File: src/rtl/n1_mem_arbiter.sv
// n1_mem_arbiter: round-robin IF/LS/DBG arbiter for the single-port n1 RAM with one-cycle read response
module n1_mem_arbiter #(
  parameter int unsigned ADDR_W = 7,
  parameter int unsigned DEPTH  = 127,
  parameter int unsigned DATA_W = 16
) (
  input  logic              clk,
  input  logic              rst_n,
  input  logic              if_valid,
  output logic              if_ready,
  input  logic [ADDR_W-1:0] if_addr,
  output logic              if_rsp_valid,
  output logic [DATA_W-1:0] if_rsp_rdata,
  output logic              if_rsp_err,
  input  logic              ls_valid,
  output logic              ls_ready,
  input  logic              ls_we,
  input  logic [ADDR_W-1:0] ls_addr,
  input  logic [DATA_W-1:0] ls_wdata,
  output logic              ls_rsp_valid,
  output logic [DATA_W-1:0] ls_rsp_rdata,
  output logic              ls_rsp_err,
  input  logic              dbg_valid,
  output logic              dbg_ready,
  input  logic              dbg_we,
  input  logic [ADDR_W-1:0] dbg_addr,
  input  logic [DATA_W-1:0] dbg_wdata,
  output logic              dbg_rsp_valid,
  output logic [DATA_W-1:0] dbg_rsp_rdata,
  output logic              dbg_rsp_err,
  input  logic              dbg_lock,
  output logic              mem_en,
  output logic              mem_we,
  output logic [ADDR_W-1:0] mem_addr,
  output logic [DATA_W-1:0] mem_wdata,
  input  logic [DATA_W-1:0] mem_rdata
);
  typedef enum logic [1:0] {ID_IF = 2'd0, ID_LS = 2'd1, ID_DBG = 2'd2} id_t;
  localparam logic [ADDR_W:0] LIMIT = DEPTH[ADDR_W:0];
  id_t ptr, first, second, third, win, rsp_own;
  logic [2:0] cand;
  logic any, oor, win_we, rsp_v, rsp_err, rsp_rd;
  logic [ADDR_W-1:0] win_addr;
  logic [DATA_W-1:0] win_wdata, rsp_data;
  function automatic id_t nxt(input id_t i);
    return i == ID_IF ? ID_LS : i == ID_LS ? ID_DBG : ID_IF;
  endfunction
  // pick the first valid candidate after the last winner; reset masks every request
  always_comb begin
    cand = rst_n ? {dbg_valid, ls_valid & ~dbg_lock, if_valid & ~dbg_lock} : 3'b000;
    first = nxt(ptr);
    second = nxt(first);
    third = nxt(second);
    any = |cand;
    win = cand[first] ? first : cand[second] ? second : third;
    win_we = win == ID_LS ? ls_we : win == ID_DBG ? dbg_we : 1'b0;
    win_addr = win == ID_LS ? ls_addr : win == ID_DBG ? dbg_addr : if_addr;
    win_wdata = win == ID_LS ? ls_wdata : win == ID_DBG ? dbg_wdata : '0;
    oor = {1'b0, win_addr} >= LIMIT;
  end
  assign if_ready  = any && win == ID_IF;
  assign ls_ready  = any && win == ID_LS;
  assign dbg_ready = any && win == ID_DBG;
  assign mem_en    = any && !oor;
  assign mem_we    = mem_en && win_we;
  assign mem_addr  = any ? win_addr : '0;
  assign mem_wdata = any ? win_wdata : '0;
  // pointer remembers the last winner; response stage records who gets next cycle's pulse
  always_ff @(posedge clk or negedge rst_n) begin
    if (!rst_n) begin
      ptr <= ID_DBG;
      rsp_v <= 1'b0;
      rsp_own <= ID_IF;
      rsp_err <= 1'b0;
      rsp_rd <= 1'b0;
    end else begin
      if (any) ptr <= win;
      rsp_v <= any;
      rsp_own <= win;
      rsp_err <= any && oor;
      rsp_rd <= any && !oor && !win_we;
    end
  end
  // steer the registered response to its owner; only in-range reads carry RAM data
  always_comb begin
    rsp_data = rsp_rd ? mem_rdata : '0;
    if_rsp_valid = rsp_v && rsp_own == ID_IF;
    ls_rsp_valid = rsp_v && rsp_own == ID_LS;
    dbg_rsp_valid = rsp_v && rsp_own == ID_DBG;
    if_rsp_err = rsp_err && rsp_own == ID_IF;
    ls_rsp_err = rsp_err && rsp_own == ID_LS;
    dbg_rsp_err = rsp_err && rsp_own == ID_DBG;
    if_rsp_rdata = rsp_own == ID_IF ? rsp_data : '0;
    ls_rsp_rdata = rsp_own == ID_LS ? rsp_data : '0;
    dbg_rsp_rdata = rsp_own == ID_DBG ? rsp_data : '0;
  end
endmodule

File: config.mk
export PLATFORM = sky130hd
export DESIGN_NAME = n1_mem_arbiter
export DESIGN_NICKNAME = d
export VERILOG_FILES = /design/src/rtl/n1_mem_arbiter.sv
export SDC_FILE = /design/constraint.sdc
export NUM_CORES = 1
export LEC_CHECK = 0
export ABC_AREA = 1
export CAP_MARGIN = 30
export CORE_MARGIN = 5
export CORE_UTILIZATION = 24
export DETAILED_ROUTE_END_ITERATION = 8
export GPL_ROUTABILITY_DRIVEN = 0
export PLACE_DENSITY = 0.77
export SLEW_MARGIN = 5
export SYNTH_ARGS = -nofsm -noshare
export SYNTH_HDL_FRONTEND = slang
export SYNTH_SLANG_ARGS = --single-unit
File: constraint.sdc
create_clock -name clk -period 4.44 [get_ports clk]
set_input_delay 1.11 -clock clk [delete_from_list [all_inputs] [get_ports clk]]
set_output_delay 1.11 -clock clk [all_outputs]
set_load 0.01 [all_outputs]
# Yosys cells after proc, flatten, opt, wreduce, memory -nomap -nowiden
# Index checks and enable logic that the tools add are counted.
# totals
wordCells,64
output_inout_bits,82
regBits,7
# op_classes
bitwise_logic,3
muxes,25
n_reduce_logical,21
n_eq_ne,7
n_lt_le_gt_ge,3
# op_table
operator,n
two-way mux 16 bit,7
two-way mux 7 bit,3
two-way mux 2 bit,8
logical AND 1 bit,13
== test 2 x 1 -> 1 bit (second input constant),5
zero test 2 bit,5
>= comparator 7 bit (second input constant),1
< comparator 2 x 3 -> 1 bit (second input constant),2
binary-select mux 1 bit (select 2 bit),2
== test 2 bit (second input constant),2
two-way mux 1 bit,4
two-way mux 3 bit,1
OR reduction 3 bit,1
AND 1 bit,2
zero test 1 bit,2
NOT 1 bit,1

# Depth between registers and ports, before layout
# Gate-level depths: netlist of run 1.
# logic_depth
depth_word,18
ltp_mapped,15
mapped_depth_nobuf,15

# Worst setup path after synthesis of run 1
# Ideal clock, no wire load.
# synth_timing
path_type,input port to output port
from,in dbg_valid
to,out mem_we
arrival_time_ps,2350
cell_stages,13
slack_ps,980
cell_sequence,nand2_2 -> inv_2 -> nand2_4 -> nand2_4 -> nor2_4 -> a21oi_4 -> buf_6 -> or2_0 -> nand2_1 -> nor2_1 -> nand2_1 -> nand2_2 -> nor2_1
# synth_between
elab_chain_cells,12
# synth_lines
element,line_no,source
start: declaration,23,"input logic dbg_valid,"
two-way mux 3 bit *,50,"cand = rst_n ? {dbg_valid, ls_valid & ~dbg_lock, if_valid & ~dbg_lock} : 3'b000;"
binary-select mux 1 bit (select 2 bit),55,win = cand[first] ? first : cand[second] ? second : third;
two-way mux 1 bit (not written as such),55,
two-way mux 2 bit (2 in a row),55,
== test 2 bit,"56, 57",
two-way mux 7 bit (2 in a row),57,win_addr = win == ID_LS ? ls_addr : win == ID_DBG ? dbg_addr : if_addr;
>= comparator 7 bit,59,"oor = {1'b0, win_addr} >= LIMIT;"
zero test 1 bit,64,assign mem_en = any && !oor;
logical AND 1 bit,64,
logical AND 1 bit *,65,assign mem_we = mem_en && win_we;
end: declaration,33,"output logic mem_we,"
# Mark *: on every way between the ends. The rest lies on a longest branch, timed or not. The select of a mux whose other input is x is not followed.

# Worst setup path in the final report of run 1
# layout_timing
from,in dbg_lock
to,out mem_wdata[10]
# layout_between
elab_chain_cells,11
# layout_lines
element,line_no,source
start: declaration,31,"input logic dbg_lock,"
NOT 1 bit *,50,
AND 1 bit,50,
two-way mux 3 bit *,50,
binary-select mux 1 bit (select 2 bit),55,
two-way mux 1 bit (not written as such),55,
two-way mux 2 bit (2 in a row),55,
== test 2 bit,58,win_wdata = win == ID_LS ? ls_wdata : win == ID_DBG ? dbg_wdata : '0;
two-way mux 16 bit (2 in a row),58,
two-way mux 16 bit *,67,assign mem_wdata = any ? win_wdata : '0;
end: declaration,35,"output logic [DATA_W-1:0] mem_wdata,"
# Marks and branches as above.

==> out/metrics.yaml, run 1 <==
clockRootBuffer: "clkbuf_8"
wl_met2_um: 2850
nets: 458
max_cap_violations: 0
relSlewSlack: 0.568
grt_setup_unrepaired: "false"
syn_nets: 286
synth_cells: 209
tightest_slew_ns: 0.647
cellLeakagePower_nw: 1.40
vias_per_cell: 4.49
r2r-start: "ptr[1]$_DFFE_PN1P_"
m1WireLength_um: 1940
die_w_um: 80.0
ys_warn_count: 0
drt_iter0_markers: 48
cp.arrival_ns: 3.20
outcome: "finished clean"
setup_viol: 0
antenna_found_initial: 0
drcViolationCount: 0
dr.pass1.iters: 4
grt_usage: 0.169
numCtsBuffers: 3
syn_area_um2: 1170
ys_ff_latch: 7
final_area_um2: 3030
num_antenna_cells: 0
synth.avg_cell_area_um2: 5.62
wl_um: 5610
hold_viol: 0
period_needed_ns: 4.31
ff2ff_setup_slack_ns: 2.51
post-route-util: 0.642
r2r-end: "rsp_err$_DFF_PN0_"
rows: 25
critPathCaptureType: "primary output"
reg2reg_depth: 13
grt_pass1_wl_um: 8840
clock_latency_ns: 0.23
crit_type: "primary input to primary output"
area_growth_pct: 158
htreeDepth: 1
grt_max_degree: 19
portBuffers: 158
hpwl_um: 4740
num_io_pins: 159
grt_pass1_vias: 2008
core_um2: 4720
worst_hold_path.num_cells: 2
yosysUniqueCellTypes: 26
finalCritPeriodShare: 0.971
route.met3.wl_um: 737
p_total_w: 0.00105
cts_sinks: 7
topRoutingLayerUsed: "met4"
drive_gt1_frac: 0.113
seq_area_frac_synth: 0.150
skew_ns: 0.00326
whs_endpoint: "ptr[0]$_DFFE_PN0P_"
min_path_type: "flip-flop to flip-flop"
num_vias: 2007
ir_worst_vdd_mv: 0.240
die_y_um: 80.0
path_clk_slew_ns: 0.04
cts_tree: "yes"
worstPathRequired_ns: 3.33
hp-start: "ptr[0]$_DFFE_PN0P_"
ant_nets: 0
startpoint_type: "primary input"
placed_cell_area_um2: 2950
fmax_mhz: 232
power_density_nw_per_um2: 347
initial_core_util: 0.249
path_max_fanout: 16
dieArea_um2: 6390
slew_viol_final: 0
avgRoutedWirePerCell_um: 12.6
clock_path_buffers: 2
overflow: 0
flip-flops by register name (all words and copies together), names as in the netlist:
signal / count
ptr: 2
rsp_own: 2
rsp_err: 1
rsp_rd: 1
rsp_v: 1
final cells by class:
| type | count | area (um^2) |
|---|---|---|
| Clock buffer | 4 | 45.0 |
| Fill cell | 428 | 1690 |
| Inverter | 27 | 101 |
| Multi-Input combinational cell | 166 | 863 |
| Sequential cell | 7 | 176 |
| Tap cell | 67 | 83.8 |
| Timing Repair Buffer | 176 | 1760 |
stage by stage:
stage          setup TNS [ns]  hold slack [ns]  setup WS (ns)  instances
3_5_place_dp           -0.339            0.588         -0.150        442
6_report                    0            0.587          0.128        447
3_3_place_gp           -0.109            0.548        -0.0600        442
5_1_grt                     0            0.630         0.0107        447
4_1_cts                     0            0.593         0.0581        447
2_1_floorplan               0            0.525          0.980        209
metal layers:
layer | track usage | up-vias
met5 | 0 | -
met4 | 0.0557 | 0
met3 | 0.0587 | 8
met2 | 0.325 | 121
met1 | 0.167 | 871
li1 | - | 1007
power breakdown:
group          total [W]  switching (W)  internal [W]
logic           0.000853       0.000425      0.000428
registers       0.000109      0.0000232     0.0000863
clock network  0.0000895      0.0000274     0.0000621
layout by cell type, fill, tap and decap left out, types with 2 or more instances in the layout:
cell type / netlist / routed
buf_4: 1 / 14
nand3_1: 11 / 10
nor2_4: 4 / 4
dfrtp_1: 6 / 6
inv_2: 4 / 4
dlygate4sd2_1: 0 / 3
nand2_2: 2 / 2
a21oi_1: 6 / 6
nand2_4: 4 / 3
clkbuf_8: 0 / 3
nand2_1: 49 / 49
nor2_1: 60 / 60
a22o_1: 16 / 16
nand4_1: 2 / 2
dlymetal6s2s_1: 0 / 6
clkdlybuf4s50_1: 0 / 149
inv_1: 23 / 23
buf_12: 0 / 2
buf_6: 1 / 2
nand3_2: 4 / 5
cell usage after synthesis (all sizes together):
cell	n	area, um^2
dfrtp	6	150
inv	27	101
nor2	65	277
nand3b	1	7.51
clkbuf	5	18.8
nand3	15	95.1
a21oi	7	46.3
o21ai	1	5.00
nand4	2	12.5
nor3	1	5.00
or2	1	6.26
o21bai	1	7.51
buf	4	28.8
nand2	55	241
a22o	16	140
dfstp	1	26.3
o22ai	1	6.26
worst max-delay path, stage by stage:
cell	delay, ns
clkdlybuf4s50_1	0.40
inv_1	0.12
nand3_2	0.13
nor2_4	0.15
nor2_4	0.07
a21oi_4	0.21
buf_6	0.15
nor2_4	0.04
buf_12	0.15
a22o_1	0.20
clkdlybuf4s50_1	0.48
worst max path at each step:
stage,from,endpoint,slack (ns),cells after the start
2_1_floorplan,dbg_valid,mem_we,0.98,13
3_3_place_gp,rst_n,mem_we,-0.06,16
3_5_place_dp,rst_n,mem_we,-0.15,13
4_1_cts,dbg_lock,mem_wdata[1],0.06,11
5_1_grt,dbg_lock,mem_wdata[9],0.01,11
6_report,dbg_lock,mem_wdata[10],0.13,11
timing repair:
action | 4_1_cts | 5_1_grt
hold endpoints to repair | 0 | 0
endpoints found under the setup margin | 20 | 20
setup buffers | 1 | 0
pin swaps | 2 | 2
hold buffers | 0 | 0
resized for setup | 5 | 9
cell families after synthesis:
kind of cell,count (synthesis),share of synthesized area
flip-flops,7,0.150
AND/OR/NAND/NOR,140,0.548
AO/OA/AOI/OAI,26,0.175
buffers and inverters,36,0.127
Power figures use the tool's default switching activity.
==> inputs of run 2 (changes only) <==
--- a/config.mk
+++ b/config.mk
@@ -7,11 +7,14 @@
 export LEC_CHECK = 0
 export ABC_AREA = 1
 export CAP_MARGIN = 30
+export CORE_ASPECT_RATIO = 1.75
 export CORE_MARGIN = 5
 export CORE_UTILIZATION = 24
+export CTS_BUF_LIST = sky130_fd_sc_hd__clkbuf_8
 export DETAILED_ROUTE_END_ITERATION = 8
 export GPL_ROUTABILITY_DRIVEN = 0
 export PLACE_DENSITY = 0.77
+export SKIP_LAST_GASP = 1
 export SLEW_MARGIN = 5
 export SYNTH_ARGS = -nofsm -noshare
 export SYNTH_HDL_FRONTEND = slang
==> out/metrics.yaml, run 2 (same netlist as run 1, synthesis figures left out) <==
outcome: "finished clean"
period_needed_ns: 4.33
worstPathRequired_ns: 3.33
nets: 460
clockPowerShare: 0.079
cp.arrival_ns: 3.22
avgRoutedWirePerCell_um: 13.6
startpoint_type: "primary input"
clock_path_buffers: 2
path_max_fanout: 17
num_antenna_cells: 0
overflow: 0
r2r-end: "rsp_err$_DFF_PN0_"
ir_worst_vdd_mv: 0.281
critPathMostFrequentCell: "nor2_4"
drcViolationCount: 0
ant_nets: 0
cellLeakagePower_nw: 1.41
htreeDepth: 1
skew_ns: 0.00139
num_vias: 1976
area_growth_pct: 156
placed_cell_area_um2: 2930
netSwitchingFraction: 0.450
p_switching_w: 0.000474
r2r-start: "ptr[1]$_DFFE_PN1P_"
final_area_um2: 3010
slew_viol_final: 0
hpwl_um: 5130
antenna_found_initial: 0
clock_latency_ns: 0.22
cts_tree: "yes"
initial_core_util: 0.250
cts_sinks: 7
grt_max_degree: 19
grt_pass1_wl_um: 8870
most-common-layout-cells: "149 x clkdlybuf4s50_1, 59 x nor2_1, 49 x nand2_1, 23 x inv_1, 18 x buf_4"
whs_ns: 0.565
max_cap_violations: 0
dr.pass1.iters: 5
grt_usage: 0.169
hp-start: "ptr[0]$_DFFE_PN0P_"
path_clk_slew_ns: 0.04
p_total_w: 0.00105
fillCellCount: 424
drive_gt1_frac: 0.123
die_w_um: 62.9
relSlewSlack: 0.584
ff2ff_setup_slack_ns: 2.42
vias_per_cell: 4.55
worst_hold_path.num_cells: 2
hold_viol: 0
post-route-util: 0.640
max_stage_delay_ns: 0.50
fin_ws_ns: 0.113
drt_iter0_markers: 81
crit_type: "primary input to primary output"
portBuffers: 158
combPwrFrac: 0.818
setup_viol: 0
grt_setup_unrepaired: "false"
slowest_stage: "clkdlybuf4s50_1"
pre_cts_slack_ns: -0.121
numCtsBuffers: 3
grt_pass1_vias: 1913
wl_um: 5910
reg2reg_depth: 14
cp_cell_sequence: "clkdlybuf4s50_1 > nand3_2 > nor2_4 > nor2_4 > a21oi_4 > buf_4 > nor2_4 > buf_12 > a22o_1 > clkdlybuf4s50_1"
tightest_slew_ns: 0.623
p_seq_frac: 0.103
rows: 33
die_y_um: 103
min_path_type: "flip-flop to flip-flop"
finalCritPeriodShare: 0.975
whs_endpoint: "ptr[0]$_DFFE_PN0P_"
core_um2: 4710
fmax_mhz: 231
num_io_pins: 159
critPathCaptureType: "primary output"
dieArea_um2: 6450
clockRootBuffer: "clkbuf_8"
top_regs: "ptr: 2 flops, rsp_own: 2 flops"
internal_power_w: 0.000579
layout_commonest_cell: "clkdlybuf4s50_1"
cts_hold_buf: 0
power_density_nw_per_um2: 349
==> run 2: worst max-delay path by stage <==
stage                          to  slack [ns]  cells past startpoint      start
finish              mem_wdata[11]        0.11                     10   ls_valid
global placement           mem_we       -0.06                     14      rst_n
detailed placement         mem_en       -0.12                     14      rst_n
CTS                   mem_addr[2]        0.04                     10   ls_valid
global route         mem_wdata[1]       0.002                     12  dbg_valid
floorplan                  mem_we        0.98                     13  dbg_valid
==> run 2: critical path, delay by kind of cell <==
kind / cells / cell delay (ns)
buffers and inverters: 4 / 1.30
AOI/OAI and AO/OA: 2 / 0.41
and+or+nand+nor: 4 / 0.40
==> run 2: timing repair <==
item	in CTS	in global routing
pin swaps	2	1
gates resized for setup	5	7
endpoints found under the setup margin	7	9
setup buffers	1	1
gates cloned	0	0
==> run 2: cell type report <==
class                   count  area (um^2)  area share
multi-input cells         166          857       0.284
repair buffers            178         1770       0.587
inverters                  27          101      0.0336
flip-flops and latches      7          176      0.0586
clock buffers               3         41.3      0.0137
clock inverters             1         3.75     0.00125
well taps                  52         65.1      0.0216
==> run 2: power by group through the flow <==
stage	Combinational (W)	Sequential [W]	Clock (W)
6_report	0.000861	0.000109	0.0000834
5_1_grt	0.000942	0.000111	0.0000909
4_1_cts	0.000862	0.000109	0.0000864
3_5_place_dp	0.000860	0.000109	0
3_3_place_gp	0.000850	0.000108	0
2_1_floorplan	0.000432	0.0000963	0
==> run 2: metal layers <==
metal,routed length (um),global-route usage,vias to the layer above,share of wire
li1,-,-,1004,-
met1,2060,0.168,846,0.35
met2,3120,0.337,120,0.53
met3,661,0.0469,6,0.11
met4,68,0.0392,0,0.012
met5,0,0,-,0
==> run 2: per-stage QoR <==
stage / instances / TNS [ns]
finish: 434 / 0
CTS: 433 / 0
floorplan: 209 / 0
detailed placement: 428 / -0.313
global placement: 428 / -0.122
global route: 434 / 0
==> inputs of run 3 (changes only) <==
--- a/config.mk
+++ b/config.mk
@@ -15,7 +15,7 @@
 export GPL_ROUTABILITY_DRIVEN = 0
 export PLACE_DENSITY = 0.77
 export SKIP_LAST_GASP = 1
-export SLEW_MARGIN = 5
+export SLEW_MARGIN = 10
 export SYNTH_ARGS = -nofsm -noshare
 export SYNTH_HDL_FRONTEND = slang
 export SYNTH_SLANG_ARGS = --single-unit
==> results of run 3 <==
Same layout as run 2: the final DEF is identical, and so are final timing and power.
